--- src/rtl/mem_responder_pkg.sv ---
// Shared types and constants for the mem_responder block.
package mem_responder_pkg;

    localparam int WSTRB_W  = 4;
    localparam int WAIT_MAX = 15;
    localparam logic [31:0] RDATA_ZERO = 32'h0000_0000;

    typedef enum logic [1:0] {S_IDLE, S_WAIT, S_RESP} state_t;
    typedef enum logic {PORT_I, PORT_D} port_t;

    // Misaligned or beyond the end of the array: the access is suppressed.
    function automatic logic is_fault(input logic [31:0] addr, input int unsigned depth);
        return (addr[1:0] != 2'b00) || (addr >= 32'(depth * 4));
    endfunction

endpackage

--- src/rtl/mem_array.sv ---
// DEPTH x 32 word storage: synchronous byte-strobed write, registered read.
module mem_array
    import mem_responder_pkg::*;
#(
    parameter int DEPTH = 64,
    parameter int AW    = $clog2(DEPTH)
) (
    input  logic               clk,
    input  logic               en,
    input  logic               we,
    input  logic [AW-1:0]      idx,
    input  logic [31:0]        wdata,
    input  logic [WSTRB_W-1:0] wstrb,
    output logic [31:0]        rdata
);

    logic [31:0] mem [DEPTH];

    // Contents are deliberately not reset.
    always_ff @(posedge clk) begin
        if (en) begin
            if (we) begin
                for (int b = 0; b < WSTRB_W; b++) begin
                    if (wstrb[b]) mem[idx][8*b +: 8] <= wdata[8*b +: 8];
                end
            end else begin
                rdata <= mem[idx];
            end
        end
    end

endmodule

--- src/rtl/mem_responder.sv ---
// Two-port (fetch/data) memory responder with WAIT programmable wait states.
// Define MEM_RESPONDER_WSTRB_EN to honour d_wstrb; otherwise writes are full-word.
module mem_responder
    import mem_responder_pkg::*;
#(
    parameter int DEPTH = 64,
    parameter int WAIT  = 1
) (
    input  logic               clk,
    input  logic               reset,
    input  logic               i_req,
    input  logic [31:0]        i_addr,
    output logic               i_ready,
    output logic               i_rvalid,
    output logic [31:0]        i_rdata,
    output logic               i_err,
    input  logic               d_req,
    input  logic               d_we,
    input  logic [31:0]        d_addr,
    input  logic [31:0]        d_wdata,
    input  logic [WSTRB_W-1:0] d_wstrb,
    output logic               d_ready,
    output logic               d_rvalid,
    output logic [31:0]        d_rdata,
    output logic               d_err
);

    localparam int AW = $clog2(DEPTH);
    localparam int CW = $clog2(WAIT_MAX + 1);

    state_t             state, state_next;
    logic [CW-1:0]      wcnt, wcnt_next;
    port_t              last_grant, grant, port_q;
    logic               accept, ready;
    logic [31:0]        addr_q, wdata_q;
    logic               we_q;
    logic [WSTRB_W-1:0] wstrb_q;

    logic [31:0]        acc_addr, acc_wdata, mem_rdata;
    logic               acc_we, mem_en, resp_fault;
    logic [WSTRB_W-1:0] acc_wstrb;

    always_comb begin
        state_next = state;
        wcnt_next  = wcnt;
        accept     = 1'b0;
        if (i_req && d_req) grant = (last_grant == PORT_I) ? PORT_D : PORT_I;
        else if (d_req)     grant = PORT_D;
        else                grant = PORT_I;
        case (state)
            S_IDLE: begin
                if (ready && (i_req || d_req)) begin
                    accept     = 1'b1;
                    wcnt_next  = CW'(WAIT);
                    state_next = (WAIT == 0) ? S_RESP : S_WAIT;
                end
            end
            S_WAIT: begin
                wcnt_next = wcnt - CW'(1);
                if (wcnt <= CW'(1)) state_next = S_RESP;
            end
            S_RESP:  state_next = S_IDLE;
            default: state_next = S_IDLE;
        endcase
    end

    // The array is accessed on the edge entering RESP; with WAIT=0 that is the
    // accept edge itself, so the request is taken straight from the inputs.
    assign acc_addr  = (state == S_IDLE) ? ((grant == PORT_D) ? d_addr : i_addr) : addr_q;
    assign acc_we    = (state == S_IDLE) ? ((grant == PORT_D) && d_we) : we_q;
    assign acc_wdata = (state == S_IDLE) ? d_wdata : wdata_q;
`ifdef MEM_RESPONDER_WSTRB_EN
    assign acc_wstrb = (state == S_IDLE) ? d_wstrb : wstrb_q;
`else
    assign acc_wstrb = {WSTRB_W{1'b1}};
    logic unused_wstrb;
    assign unused_wstrb = ^wstrb_q;
`endif
    assign mem_en     = (state_next == S_RESP) && (state != S_RESP) && !is_fault(acc_addr, DEPTH);
    assign resp_fault = is_fault(addr_q, DEPTH);

    always_ff @(posedge clk or negedge reset) begin
        if (!reset) begin
            state      <= S_IDLE;
            wcnt       <= '0;
            last_grant <= PORT_I;
            ready      <= 1'b0;
            port_q     <= PORT_I;
            addr_q     <= '0;
            we_q       <= 1'b0;
            wdata_q    <= '0;
            wstrb_q    <= '0;
        end else begin
            state <= state_next;
            wcnt  <= wcnt_next;
            ready <= (state_next == S_IDLE);
            if (accept) begin
                last_grant <= grant;
                port_q     <= grant;
                addr_q     <= acc_addr;
                we_q       <= acc_we;
                wdata_q    <= d_wdata;
                wstrb_q    <= d_wstrb;
            end
        end
    end

    assign i_ready = ready;
    assign d_ready = ready;

    // Response registers: rdata holds between strobes, rvalid/err are pulses.
    always_ff @(posedge clk or negedge reset) begin
        if (!reset) begin
            i_rvalid <= 1'b0;
            d_rvalid <= 1'b0;
            i_err    <= 1'b0;
            d_err    <= 1'b0;
            i_rdata  <= RDATA_ZERO;
            d_rdata  <= RDATA_ZERO;
        end else begin
            i_rvalid <= 1'b0;
            d_rvalid <= 1'b0;
            i_err    <= 1'b0;
            d_err    <= 1'b0;
            if (state == S_RESP) begin
                if (port_q == PORT_I) begin
                    i_rvalid <= 1'b1;
                    i_err    <= resp_fault;
                    i_rdata  <= resp_fault ? RDATA_ZERO : mem_rdata;
                end else begin
                    d_rvalid <= 1'b1;
                    d_err    <= resp_fault;
                    d_rdata  <= (resp_fault || we_q) ? RDATA_ZERO : mem_rdata;
                end
            end
        end
    end

    mem_array #(.DEPTH(DEPTH), .AW(AW)) u_array (
        .clk   (clk),
        .en    (mem_en),
        .we    (acc_we),
        .idx   (acc_addr[AW+1:2]),
        .wdata (acc_wdata),
        .wstrb (acc_wstrb),
        .rdata (mem_rdata)
    );

endmodule

--- config.mk ---
export PLATFORM = sky130hd
export DESIGN_NAME = mem_responder
export DESIGN_NICKNAME = d
export VERILOG_FILES = /design/src/rtl/mem_responder_pkg.sv /design/src/rtl/mem_array.sv /design/src/rtl/mem_responder.sv
export SDC_FILE = /design/constraint.sdc
export NUM_CORES = 2
export LEC_CHECK = 0
export CAP_MARGIN = 20
export CORE_ASPECT_RATIO = 1.5
export CORE_MARGIN = 3
export CORE_UTILIZATION = 50
export CTS_BUF_LIST = sky130_fd_sc_hd__clkbuf_4 sky130_fd_sc_hd__clkbuf_8
export DETAILED_ROUTE_END_ITERATION = 6
export PLACE_DENSITY_LB_ADDON = 0.15
export SYNTH_ARGS = -nofsm -noshare
export SYNTH_HDL_FRONTEND = slang
export SYNTH_SLANG_ARGS = --single-unit
--- constraint.sdc ---
create_clock -name clk -period 5.56 [get_ports clk]
set_input_delay 1.112 -clock clk [delete_from_list [all_inputs] [get_ports clk]]
set_output_delay 1.112 -clock clk [all_outputs]
set_load 0.005 [all_outputs]
==> Implementation_results.wiki <==
{| class="wikitable"
! Metric !! Value
|-
| Result of the run || finished with violations
|-
| Violations in the final reports || DRC
|-
| CP Capture Type || register
|-
| Fraction of final layout cells with drive strength greater than 1 || 19.6%
|-
| Count of flip-flops with a built-in enable after synthesis || 2080
|-
| Maximum clock rate || 199 MHz
|-
| Buffers and inverters on the worst path || 2
|-
| Clock transition at the registers of the reported paths || ~0.070 ns
|-
| Synthesized net count || 5548
|-
| Most common flop cell mapped by yosys || sky130_fd_sc_hd__edfxtp_1
|-
| Transition at the pin with the smallest max-transition slack || 1.12 ns
|-
| Area of the core || around 170000 µm²
|-
| Maximum net fanout on the critical path || 25
|-
| Number of global-route vias before repair || 53500
|-
| Max-slew violation total from the final report || 0
|-
| Total vias in the final route || 56100
|-
| Clock latency at the later pin of the worst-skew pair || 1.06 ns
|-
| Initial cell density of the core || a little over 50%
|-
| Global Route met2 Usage || 53.0%
|-
| Count of filler cells inserted in the layout || 12800
|-
| Area of the mapped netlist || around 85000 µm²
|-
| Number of vias per cell || 6.55
|-
| Num CTS Buffers || ~330
|-
| Buffers from clock root to sink, at most || 4
|-
| Sort of element at the start of the critical path || register
|-
| Number of antenna-violating nets in the routed design || 0
|-
| Met3 usage in global routing || 8.36%
|-
| Arrival time worst endpoint || around 5.8 ns
|-
| Pwr/cell area || 650 nW/µm²
|-
| Wire length reported by the detailed router || 306000 µm
|-
| Count of port buffers added during placement || 170
|-
| Sequential fraction of the synthesis area || 77.6%
|-
| Type of the setup path with the least slack || register to register
|-
| Top cell by count, worst path || sky130_fd_sc_hd__nor2_4
|-
| Commonest non-fill, non-tap cell in the layout || sky130_fd_sc_hd__edfxtp_1
|-
| Post-synthesis instance total || between 5000 and 6000
|-
| Class of the tightest hold or removal check || input pin to asynchronous set/reset pin
|-
| Post-Route Skew || 0.0438 ns
|-
| Sequential cell area || 66000 µm²
|-
| Yosys Warn Count || 0
|-
| Number of levels in the clock H-tree || 5
|-
| GR Util met1 || a little over two fifths
|-
| Leakage Power || 34.4 nW
|-
| Shortest clock period the worst path allows after layout || around 5 ns
|-
| Commonest non-fill, non-tap cells in the layout || 2080 x sky130_fd_sc_hd__edfxtp_1, 912 x sky130_fd_sc_hd__nand2_1, 389 x sky130_fd_sc_hd__buf_4
|-
| I/O pin total || 175
|-
| Remaining global-route overflow || 0
|-
| 1st-iter DRT viols || between 8000 and 9000
|-
| Syn_area_per_cell || 15.6 µm²
|-
| Number of antenna violations at the first check in global routing || 29
|-
| Number of different library cells in the post-synthesis netlist || 72
|-
| Crit path max-delay family || simple AND/OR/NAND/NOR gates
|-
| WL/cell || approximately 36 µm
|-
| Post-detailed-route DRC marker count || 1
|-
| Post-CTS resize count || 0
|-
| Clock tree from TritonCTS || built
|-
| Worst path required time || 6.29 ns
|-
| Worst-path cell chain || nor2_4 -> nor2_2 -> nor2_4 -> buf_12 -> buf_4 -> mux2_2 -> a221o_1 -> a211oi_1 -> o22ai_1 -> or4_1
|-
| Setup violations, final || 0
|-
| Hold buffer count at CTS || 0
|-
| Final Core Density || 59.5%
|-
| Syn-to-layout area delta || 17.7%
|-
| Critical path's largest stage delay || between 0.7 and 0.8 ns
|-
| Net count of the finished layout || between 6000 and 7000
|-
| Gr usage total || 34.5%
|-
| Final weighted congestion of routability-driven global placement || 0.938
|-
| Post-DP HPWL || 190000 µm
|-
| First-pass DRT Iterations || 7
|-
| DIE AREA || about 180000 µm²
|-
| # rows || approximately 180
|-
| Share of async-settable or async-resettable flops after synthesis || 6.35%
|-
| Largest net degree at the start of global routing || 81
|-
| Number of register bits inferred by synthesis || 2221
|-
| Setup repair bufs after CTS || 0
|-
| Clock tree sinks || between 2000 and 2500
|-
| Slowest cell on crit path || sky130_fd_sc_hd__or4_1
|-
| Die H || 511 µm
|-
| Final hold slack || between 0.09 and 0.1 ns
|-
| Clock root buffer || sky130_fd_sc_hd__clkbuf_8
|-
| Final Hold Violating Endpoints || 0
|-
| GR peak layer || met2
|-
| Remaining max-slew budget at the tightest pin || 25.0%
|-
| Count of maximum capacitance violations || 0
|-
| Die width || 343 µm
|-
| Flop-to-flop setup slack || 0.54 ns
|-
| Worst IR drop on VDD || 532 µV
|-
| Wire length of the first global-routing pass || 420000 µm
|-
| Combined area of the multi-input logic cells || between 15000 and 20000 µm²
|-
| Period Utilization, post-route || 90.3%
|-
| Setup repair after global routing missed its margin || no
|}
==> flip-flops by register name (all words and copies together), names as in the netlist <==
signal / cells
d_err: 1
we_q: 1
i_err: 1
d_ready: 1
i_rvalid: 1
i_rdata: 32
d_rdata: 32
port_q: 1
u_array.rdata: 32
addr_q: 32
u_array.mem: 2048
d_rvalid: 1
state: 2
wcnt: 4
wdata_q: 32
==> final timing paths <==
path / startpoint / depth (start not counted) / endpoint
setup / recovery: state[1] / 10 / u_array.rdata[7]
hold / removal: reset / 1 / wdata_q[23]
setup reg to reg: state[1] / 10 / u_array.rdata[7]
hold reg to reg: i_rdata[10] / 2 / i_rdata[10]
max in group asynchronous: reset / 2 / d_rdata[5]
min in group clk: i_rdata[10] / 2 / i_rdata[10]
==> metrics by stage <==
step / TNS (ns) / setup slack [ns] / instance area, µm² / instances / power, mW
floorplan: 0 / 0.606 / 85100 / 5441 / 35.5
global placement: -0.259 / -0.259 / 93900 / 7987 / 51.3
detailed placement: -0.237 / -0.237 / 94000 / 7989 / 51.7
CTS: 0 / 0.678 / 100000 / 8543 / 64.2
global route: 0 / 0.544 / 100000 / 8557 / 66.3
finish: 0 / 0.538 / 100000 / 8566 / 65.1
==> cells in the mapped netlist, types with 13 or more instances <==
library cell	n	area, µm²
sky130_fd_sc_hd__buf_4	15	113
sky130_fd_sc_hd__o41ai_1	15	131
sky130_fd_sc_hd__o2bb2ai_1	23	201
sky130_fd_sc_hd__a221o_1	38	380
sky130_fd_sc_hd__a222oi_1	58	581
sky130_fd_sc_hd__a221oi_1	57	499
sky130_fd_sc_hd__buf_2	112	561
sky130_fd_sc_hd__mux2i_1	229	2290
sky130_fd_sc_hd__a21oi_1	263	1320
sky130_fd_sc_hd__a22oi_1	102	766
sky130_fd_sc_hd__a32oi_1	13	114
sky130_fd_sc_hd__dfrtp_1	141	3530
sky130_fd_sc_hd__a32o_1	21	210
sky130_fd_sc_hd__and3_1	41	257
sky130_fd_sc_hd__nand3_1	147	736
sky130_fd_sc_hd__nor4_1	31	194
sky130_fd_sc_hd__nor3_1	29	145
sky130_fd_sc_hd__edfxtp_1	2080	62500
sky130_fd_sc_hd__a31oi_1	87	544
sky130_fd_sc_hd__a211oi_1	52	390
sky130_fd_sc_hd__o22a_1	28	245
sky130_fd_sc_hd__mux2_2	73	822
sky130_fd_sc_hd__o221ai_1	21	184
sky130_fd_sc_hd__o22ai_1	52	325
sky130_fd_sc_hd__o21ai_0	112	561
sky130_fd_sc_hd__mux4_2	13	293
sky130_fd_sc_hd__nand4_1	17	106
sky130_fd_sc_hd__o31ai_1	16	120
sky130_fd_sc_hd__or4_1	21	158
sky130_fd_sc_hd__and2_1	30	188
sky130_fd_sc_hd__nand2_1	948	3560
sky130_fd_sc_hd__nor2_1	130	488
sky130_fd_sc_hd__buf_1	55	206
sky130_fd_sc_hd__clkbuf_1	164	616
sky130_fd_sc_hd__a22o_1	97	850
==> logic make-up (layout without fill, tap and decap cells) <==
family	after synthesis	in the layout	share of synthesized area (%)
XOR/XNOR	1	1	0.0103
flip-flops	2221	2221	77.6
AO/OA/AOI/OAI	1122	1122	9.41
adder cells (fa/ha/maj)	2	2	0.0294
other	0	20	0
buffers and inverters	355	1228	1.82
multiplexers	318	318	4.06
AND/OR/NAND/NOR	1422	1422	7.10
==> area by class of cell <==
class                      count  share of cell area [%]
inverter                       6                  0.0225
sequential                  2221                    65.9
timing repair buffer         668                    6.79
antenna                       20                  0.0500
clock buffer                 453                    5.52
multi-input combinational   2865                    18.4
clock inverter               101                   0.561
tap                         2232                    2.79
==> report_power, final <==
group	internal, mW	total (mW)	switching, mW
logic	8.51	30.1	21.6
registers	22.1	22.3	0.237
clock network	6.63	12.7	6.07
total	37.2	65.1	27.9
==> per-layer routing <==
metal / vias to the layer above / share of wire [%] / wire length, µm
met5: - / 0.022 / 66
met4: 10 / 8.1 / 24800
met3: 897 / 12 / 35800
met2: 4149 / 46 / 140000
met1: 28400 / 34 / 105000
li1: 22600 / - / -
Note: power is estimated with default switching activity, not from simulation.
